$ cat src/rtl/intr_pkg.sv
// Shared definitions for the CPU-side interrupt entry logic: source
// numbering, io-bus register address and the entry sequencer states.
package intr_pkg;

    localparam int NIRQ = 5;

    // Source indices; a lower index means a higher priority.
    localparam int IRQ_UART  = 0;
    localparam int IRQ_CLOCK = 1;
    localparam int IRQ_TIMER = 2;
    localparam int IRQ_SWI   = 3;
    localparam int IRQ_SD    = 4;

    // io-bus address of the interrupt controller pending register.
    localparam logic [3:0] IO_PENDING_ADDR = 4'd0;

    typedef enum logic [1:0] {
        IDLE = 2'd0,
        REQ  = 2'd1,
        WAIT = 2'd2,
        TAKE = 2'd3
    } state_t;

endpackage

$ cat src/rtl/intr_prio_enc.sv
// Lowest-index-first priority encoder over the pending sources.
// found is 0 and idx is 0 when nothing is pending.
import intr_pkg::*;

module intr_prio_enc (
    input  logic [NIRQ-1:0] req,
    output logic            found,
    output logic [2:0]      idx
);

    // Scan from the lowest priority upward so the lowest set bit wins.
    always_comb begin
        found = 1'b0;
        idx   = 3'd0;
        for (int i = NIRQ - 1; i >= 0; i--) begin
            if (req[i]) begin
                found = 1'b1;
                idx   = 3'(i);
            end
        end
    end

endmodule

$ cat src/rtl/intr_entry.sv
// CPU-side interrupt entry: reads the pending register over the io bus,
// picks the highest-priority source, waits for an instruction boundary and
// redirects the core to the source's vector, saving the return PC and cause.
// Optional nesting (two levels, saved {epc, cause} stack) is enabled by
// defining INTR_ENTRY_NEST_EN; the default build supports one level only.
import intr_pkg::*;

module intr_entry #(
    parameter int              PC_W       = 32,
    parameter logic [PC_W-1:0] VEC_BASE   = PC_W'(32'h0000_0100),
    parameter int              VEC_STRIDE = 16
) (
    input  logic            clk,
    input  logic            reset,
    input  logic            interrupt,
    input  logic            insn_boundary,
    input  logic [PC_W-1:0] pc,
    input  logic            rti,
    input  logic            ie_wr,
    input  logic            ie_wdata,
    output logic            io_req,
    input  logic            io_grant,
    output logic [3:0]      io_addr,
    input  logic [15:0]     io_rdata,
    output logic            trap_take,
    output logic [PC_W-1:0] trap_pc,
    output logic [PC_W-1:0] epc,
    output logic [2:0]      cause,
    output logic            ie,
    output logic            in_handler
);

    localparam int STRIDE_SH = $clog2(VEC_STRIDE);

    // Vector address of a source; the stride is a power of two, so a shift.
    function automatic logic [PC_W-1:0] vec_addr(input logic [2:0] i);
        return VEC_BASE + (PC_W'(i) << STRIDE_SH);
    endfunction

    state_t      state;
    state_t      state_nxt;
    logic        enc_found;
    logic [2:0]  enc_idx;
    logic [2:0]  idx_q;
    logic        entry_allowed;
    logic        take_go;
    logic        rti_go;
    logic        rti_ie;
    logic        unused_rdata;

    // Only the pending bits of the read data carry meaning.
    assign unused_rdata = ^io_rdata[15:NIRQ];

    intr_prio_enc u_prio (
        .req   (io_rdata[NIRQ-1:0]),
        .found (enc_found),
        .idx   (enc_idx)
    );

    assign take_go = (state == TAKE);
    assign rti_go  = rti && in_handler;

    // Sequencer state register.
    always_ff @(posedge clk) begin
        if (reset) state <= IDLE;
        else       state <= state_nxt;
    end

    // Next-state decode and the bus/redirect strobes.
    always_comb begin
        state_nxt = state;
        io_req    = 1'b0;
        io_addr   = 4'd0;
        trap_take = 1'b0;
        case (state)
            IDLE: begin
                if (interrupt && ie && entry_allowed) state_nxt = REQ;
            end
            REQ: begin
                io_req  = 1'b1;
                io_addr = IO_PENDING_ADDR;
                // A zero snapshot means the source went away: give up.
                if (io_grant) state_nxt = enc_found ? WAIT : IDLE;
            end
            WAIT: begin
                if (insn_boundary) state_nxt = TAKE;
            end
            TAKE: begin
                trap_take = 1'b1;
                state_nxt = IDLE;
            end
            default: state_nxt = IDLE;
        endcase
    end

    // Snapshot the winning source and its vector when the read completes.
    always_ff @(posedge clk) begin
        if (reset) begin
            idx_q   <= 3'd0;
            trap_pc <= '0;
        end else if (state == REQ && io_grant && enc_found) begin
            idx_q   <= enc_idx;
            trap_pc <= vec_addr(enc_idx);
        end
    end

    // Interrupt enable: entry masks, software write beats return, return re-enables.
    always_ff @(posedge clk) begin
        if (reset)        ie <= 1'b0;
        else if (take_go) ie <= 1'b0;
        else if (ie_wr)   ie <= ie_wdata;
        else if (rti_go)  ie <= rti_ie;
    end

`ifdef INTR_ENTRY_NEST_EN

    logic [1:0]      depth;
    logic [PC_W-1:0] stk_epc0;
    logic [PC_W-1:0] stk_epc1;
    logic [2:0]      stk_cause0;
    logic [2:0]      stk_cause1;

    assign in_handler    = (depth != 2'd0);
    assign entry_allowed = !depth[1];
    // Returning into the outer handler keeps interrupts masked.
    assign rti_ie        = (depth != 2'd2);

    // Live {epc, cause} plus a two-deep save stack; a return in the entry
    // cycle pops then pushes, which just replaces the live values.
    always_ff @(posedge clk) begin
        if (reset) begin
            depth      <= 2'd0;
            epc        <= '0;
            cause      <= 3'd0;
            stk_epc0   <= '0;
            stk_epc1   <= '0;
            stk_cause0 <= 3'd0;
            stk_cause1 <= 3'd0;
        end else begin
            case ({take_go, rti_go})
                2'b10: begin
                    if (depth == 2'd0) begin
                        stk_epc0   <= epc;
                        stk_cause0 <= cause;
                    end else begin
                        stk_epc1   <= epc;
                        stk_cause1 <= cause;
                    end
                    epc   <= pc;
                    cause <= idx_q;
                    depth <= depth + 2'd1;
                end
                2'b01: begin
                    if (depth == 2'd1) begin
                        epc   <= stk_epc0;
                        cause <= stk_cause0;
                    end else begin
                        epc   <= stk_epc1;
                        cause <= stk_cause1;
                    end
                    depth <= depth - 2'd1;
                end
                2'b11: begin
                    epc   <= pc;
                    cause <= idx_q;
                end
                default: ;
            endcase
        end
    end

`else

    logic in_handler_q;

    assign in_handler    = in_handler_q;
    assign entry_allowed = !in_handler_q;
    assign rti_ie        = 1'b1;

    // Single-level save of return PC and cause; return just clears the flag.
    always_ff @(posedge clk) begin
        if (reset) begin
            epc          <= '0;
            cause        <= 3'd0;
            in_handler_q <= 1'b0;
        end else if (take_go) begin
            epc          <= pc;
            cause        <= idx_q;
            in_handler_q <= 1'b1;
        end else if (rti_go) begin
            in_handler_q <= 1'b0;
        end
    end

`endif

endmodule

$ cat config.mk
export PLATFORM = sky130hd
export DESIGN_NAME = intr_entry
export DESIGN_NICKNAME = d
export VERILOG_FILES = /design/src/rtl/intr_pkg.sv /design/src/rtl/intr_prio_enc.sv /design/src/rtl/intr_entry.sv
export SDC_FILE = /design/constraint.sdc
export NUM_CORES = 1
export LEC_CHECK = 0
export ABC_AREA = 1
export CAP_MARGIN = 20
export CELL_PAD_IN_SITES_DETAIL_PLACEMENT = 1
export CELL_PAD_IN_SITES_GLOBAL_PLACEMENT = 1
export CORE_ASPECT_RATIO = 0.9
export CORE_MARGIN = 2
export CORE_UTILIZATION = 23
export DETAILED_ROUTE_END_ITERATION = 7
export GPL_TIMING_DRIVEN = 0
export PLACE_DENSITY = 0.91
export SLEW_MARGIN = 20
export SYNTH_ARGS = -nofsm -noshare
export SYNTH_HDL_FRONTEND = slang
export SYNTH_SLANG_ARGS = --single-unit
$ cat constraint.sdc
create_clock -name clk -period 1.34 [get_ports clk]
set_input_delay 0.268 -clock clk [delete_from_list [all_inputs] [get_ports clk]]
set_output_delay 0.268 -clock clk [all_outputs]
set_load 0.01 [all_outputs]
==> flow_metrics.tcl <==
set metrics [dict create \
    wl_per_cell_um 11.8 \
    clkPwrFrac 0.322 \
    netSwitchingPower_uw 648 \
    synth.largest_area_cell "dfxtp_1" \
    powerDensity_mw_per_mm2 825 \
    p_sw_frac 0.254 \
    min_from "trap_pc[8]" \
    start_util 0.235 \
    hold_viol 0 \
    report.final.setup_viol 0 \
    vias 1900 \
    fin_worst_skew_ns 0.00642 \
    synth_edf_count 0 \
    avgSynthCellArea_um2 7.75 \
    coreArea_mm2 0.00799 \
    maxSlewViolCount 0 \
    yosysTopAreaCellShare 0.459 \
    ff2ff_setup_slack_ns 0.16 \
    grt_usage 0.124 \
    diodes 0 \
    yosysSeqAreaShare 0.459 \
    syn_inst 242 \
    dr.pass1.iters 4 \
    io_buffers 87 \
    top_usage_layer "met2" \
    grt_pass1_wl_um 8820 \
    synthTopCellsByArea "dfxtp_1, nor2_1, buf_4" \
    cp.arrival_ns 1.02 \
    async_flop_share 0 \
    p_total_uw 2550 \
    cts_hold_buf 0 \
    regArea_um2 866 \
    htree_levels 2 \
    yosysUniqueCellTypes 18 \
    power.combinational.fraction 0.163 \
    io_pins 131 \
    p_leak_uw 0.00153 \
    rsz0062_at_grt "false" \
    min_period_over_period 0.962 \
    gp_congestion 0.719 \
    worstPathRequired_ns 1.07 \
    grt.overflow.total 0 \
    drc 0 \
    critPathLaunchType "flip-flop" \
    clkLatencyLatePin_ns 0.29 \
    final_util 0.387 \
    netlist_top_cells_count "nor2_1, dfxtp_1, buf_4" \
    min_path_type "flip-flop to flip-flop" \
    cts_root_buf "clkbuf_8" \
    intPower_uw 1910 \
    ys_ff_latch 43 \
    ys.flop_type "dfxtp_1" \
    dieHeight_um 89.7 \
    worstSetupPathType "flip-flop to primary output" \
    die-area_mm2 0.00889 \
    cts_sinks 43 \
    syn-cell-area_mm2 0.00188 \
    wl_um 5590 \
    antenna_found_initial 0 \
    final_nets 429 \
    dpl.hpwl_um 4330 \
    placed_cell_area_mm2 0.00299 \
    drive_above_1_share 0.174 \
    use_met1 0.142 \
    grt_util_met2 0.225 \
    end_kind "primary output" \
    seqPwrFrac 0.515 \
    row_count 31 \
    design_area_mm2 0.00310 \
    fin_setup_tns_ns 0 \
    yosysMostFrequentCell "nor2_1" \
    first_global_vias 1904 \
    timing.fmax_mhz 776 \
    period_needed_ns 1.29 \
    drv_cap 0 \
    die_w_um 99.2 \
    ys_warn_count 0 \
    fill_cells 1022 \
    area_delta_synth_final_pct 65.0 \
    drt_iter0_markers 30 \
    grt_max_degree 20 \
    cts_buffers 5 \
    crit_path_max_fanout 6 \
    antenna_left 0 \
    via_per_inst 4.02 \
    cts_tree "built" \
    multiInputGateArea_um2 733 \
    path_clk_slew_ns 0.08 \
    status "finished clean" \
    met3_usage 0.0395 \
    clockBufferDepth 2 \
    irDropWorstVdd_v 0.000313 \
]
## layer usage
layer  vias up  part of all wire
li1        955                 -
met3         8             0.089
met1       858              0.42
met5         -                 0
met2        79              0.49
met4         0            0.0095
## worst max-delay path, stage by stage, from the launching register on
cell and delay [ns]:
dfxtp_4 0.37, nand2_4 0.07, buf_12 0.13, clkinv_16 0.05
buf_6 0.11
## area by class of cell
class	instances	area share
inverters	14	0.0255
clock buffers	6	0.0234
repair buffers	94	0.281
multi-input cells	173	0.237
clock inverters	2	0.00404
plain buffers	42	0.110
flip-flops and latches	43	0.280
well taps	99	0.0400
## path summary, 6_finish.rpt
| kind | to | depth (start not counted) |
|---|---|---|
| setup / recovery | trap_take | 4 |
| hold / removal | trap_pc[8] | 2 |
| setup reg to reg | epc[19] | 7 |
| hold reg to reg | trap_pc[8] | 2 |
## power by group through the flow
stage	sequential, µW	combinational, µW	clock [µW]
finish	1310	416	822
floorplan	1350	204	0
CTS	1310	415	869
global placement	1340	407	0
detailed placement	1350	417	0
global route	1320	462	918
## stage by stage
step	hold slack, ns	cells	setup slack, ns
floorplan	0.337	273	0.309
global placement	0.442	459	-0.316
detailed placement	0.449	459	-0.356
CTS	0.469	468	-0.00863
global route	0.489	473	0.00324
finish	0.462	473	0.0511
## cells by family after synthesis
| group | after synthesis | synth area share |
|---|---|---|
| AND/OR/NAND/NOR | 92 | 0.189 |
| buffers and inverters | 57 | 0.216 |
| AO/OA/AOI/OAI | 49 | 0.133 |
| flip-flops | 43 | 0.459 |
| other | 1 | 0.00200 |
## layout by cell type (no fill, tap or decap)
cell type        count
nand2_4              1
nand2_2              1
clkinvlp_4           1
nand2_1             12
conb_1              32
o21ai_1              9
dfxtp_1             41
nand3_1              4
clkinv_2             1
a21oi_1             11
clkinv_16            1
buf_12               1
inv_1               12
clkdlybuf4s50_1     44
buf_8                2
buf_6                3
clkbuf_8             5
clkbuf_2             3
inv_2                1
o211ai_1             2
nor2_2               1
buf_4               39
dfxtp_4              1
dfxtp_2              1
o21ai_0             27
clkbuf_4             1
buf_2                2
nor2_1              73
dlygate4sd2_1       41
clkbuf_1             1
## flip-flops by register name, indices dropped and copies added, names as in the netlist, named ones only
register / count
in_handler: 1
cause: 3
trap_pc: 2
idx_q: 2
ie: 1
epc: 32
state: 1
## what timing repair did
item | in CTS | in global routing
endpoints found under the setup margin | 52 | 13
buffers inserted | 2 | 6
resized for setup | 61 | 4
No activity file was read; power rests on OpenSTA's default activity.
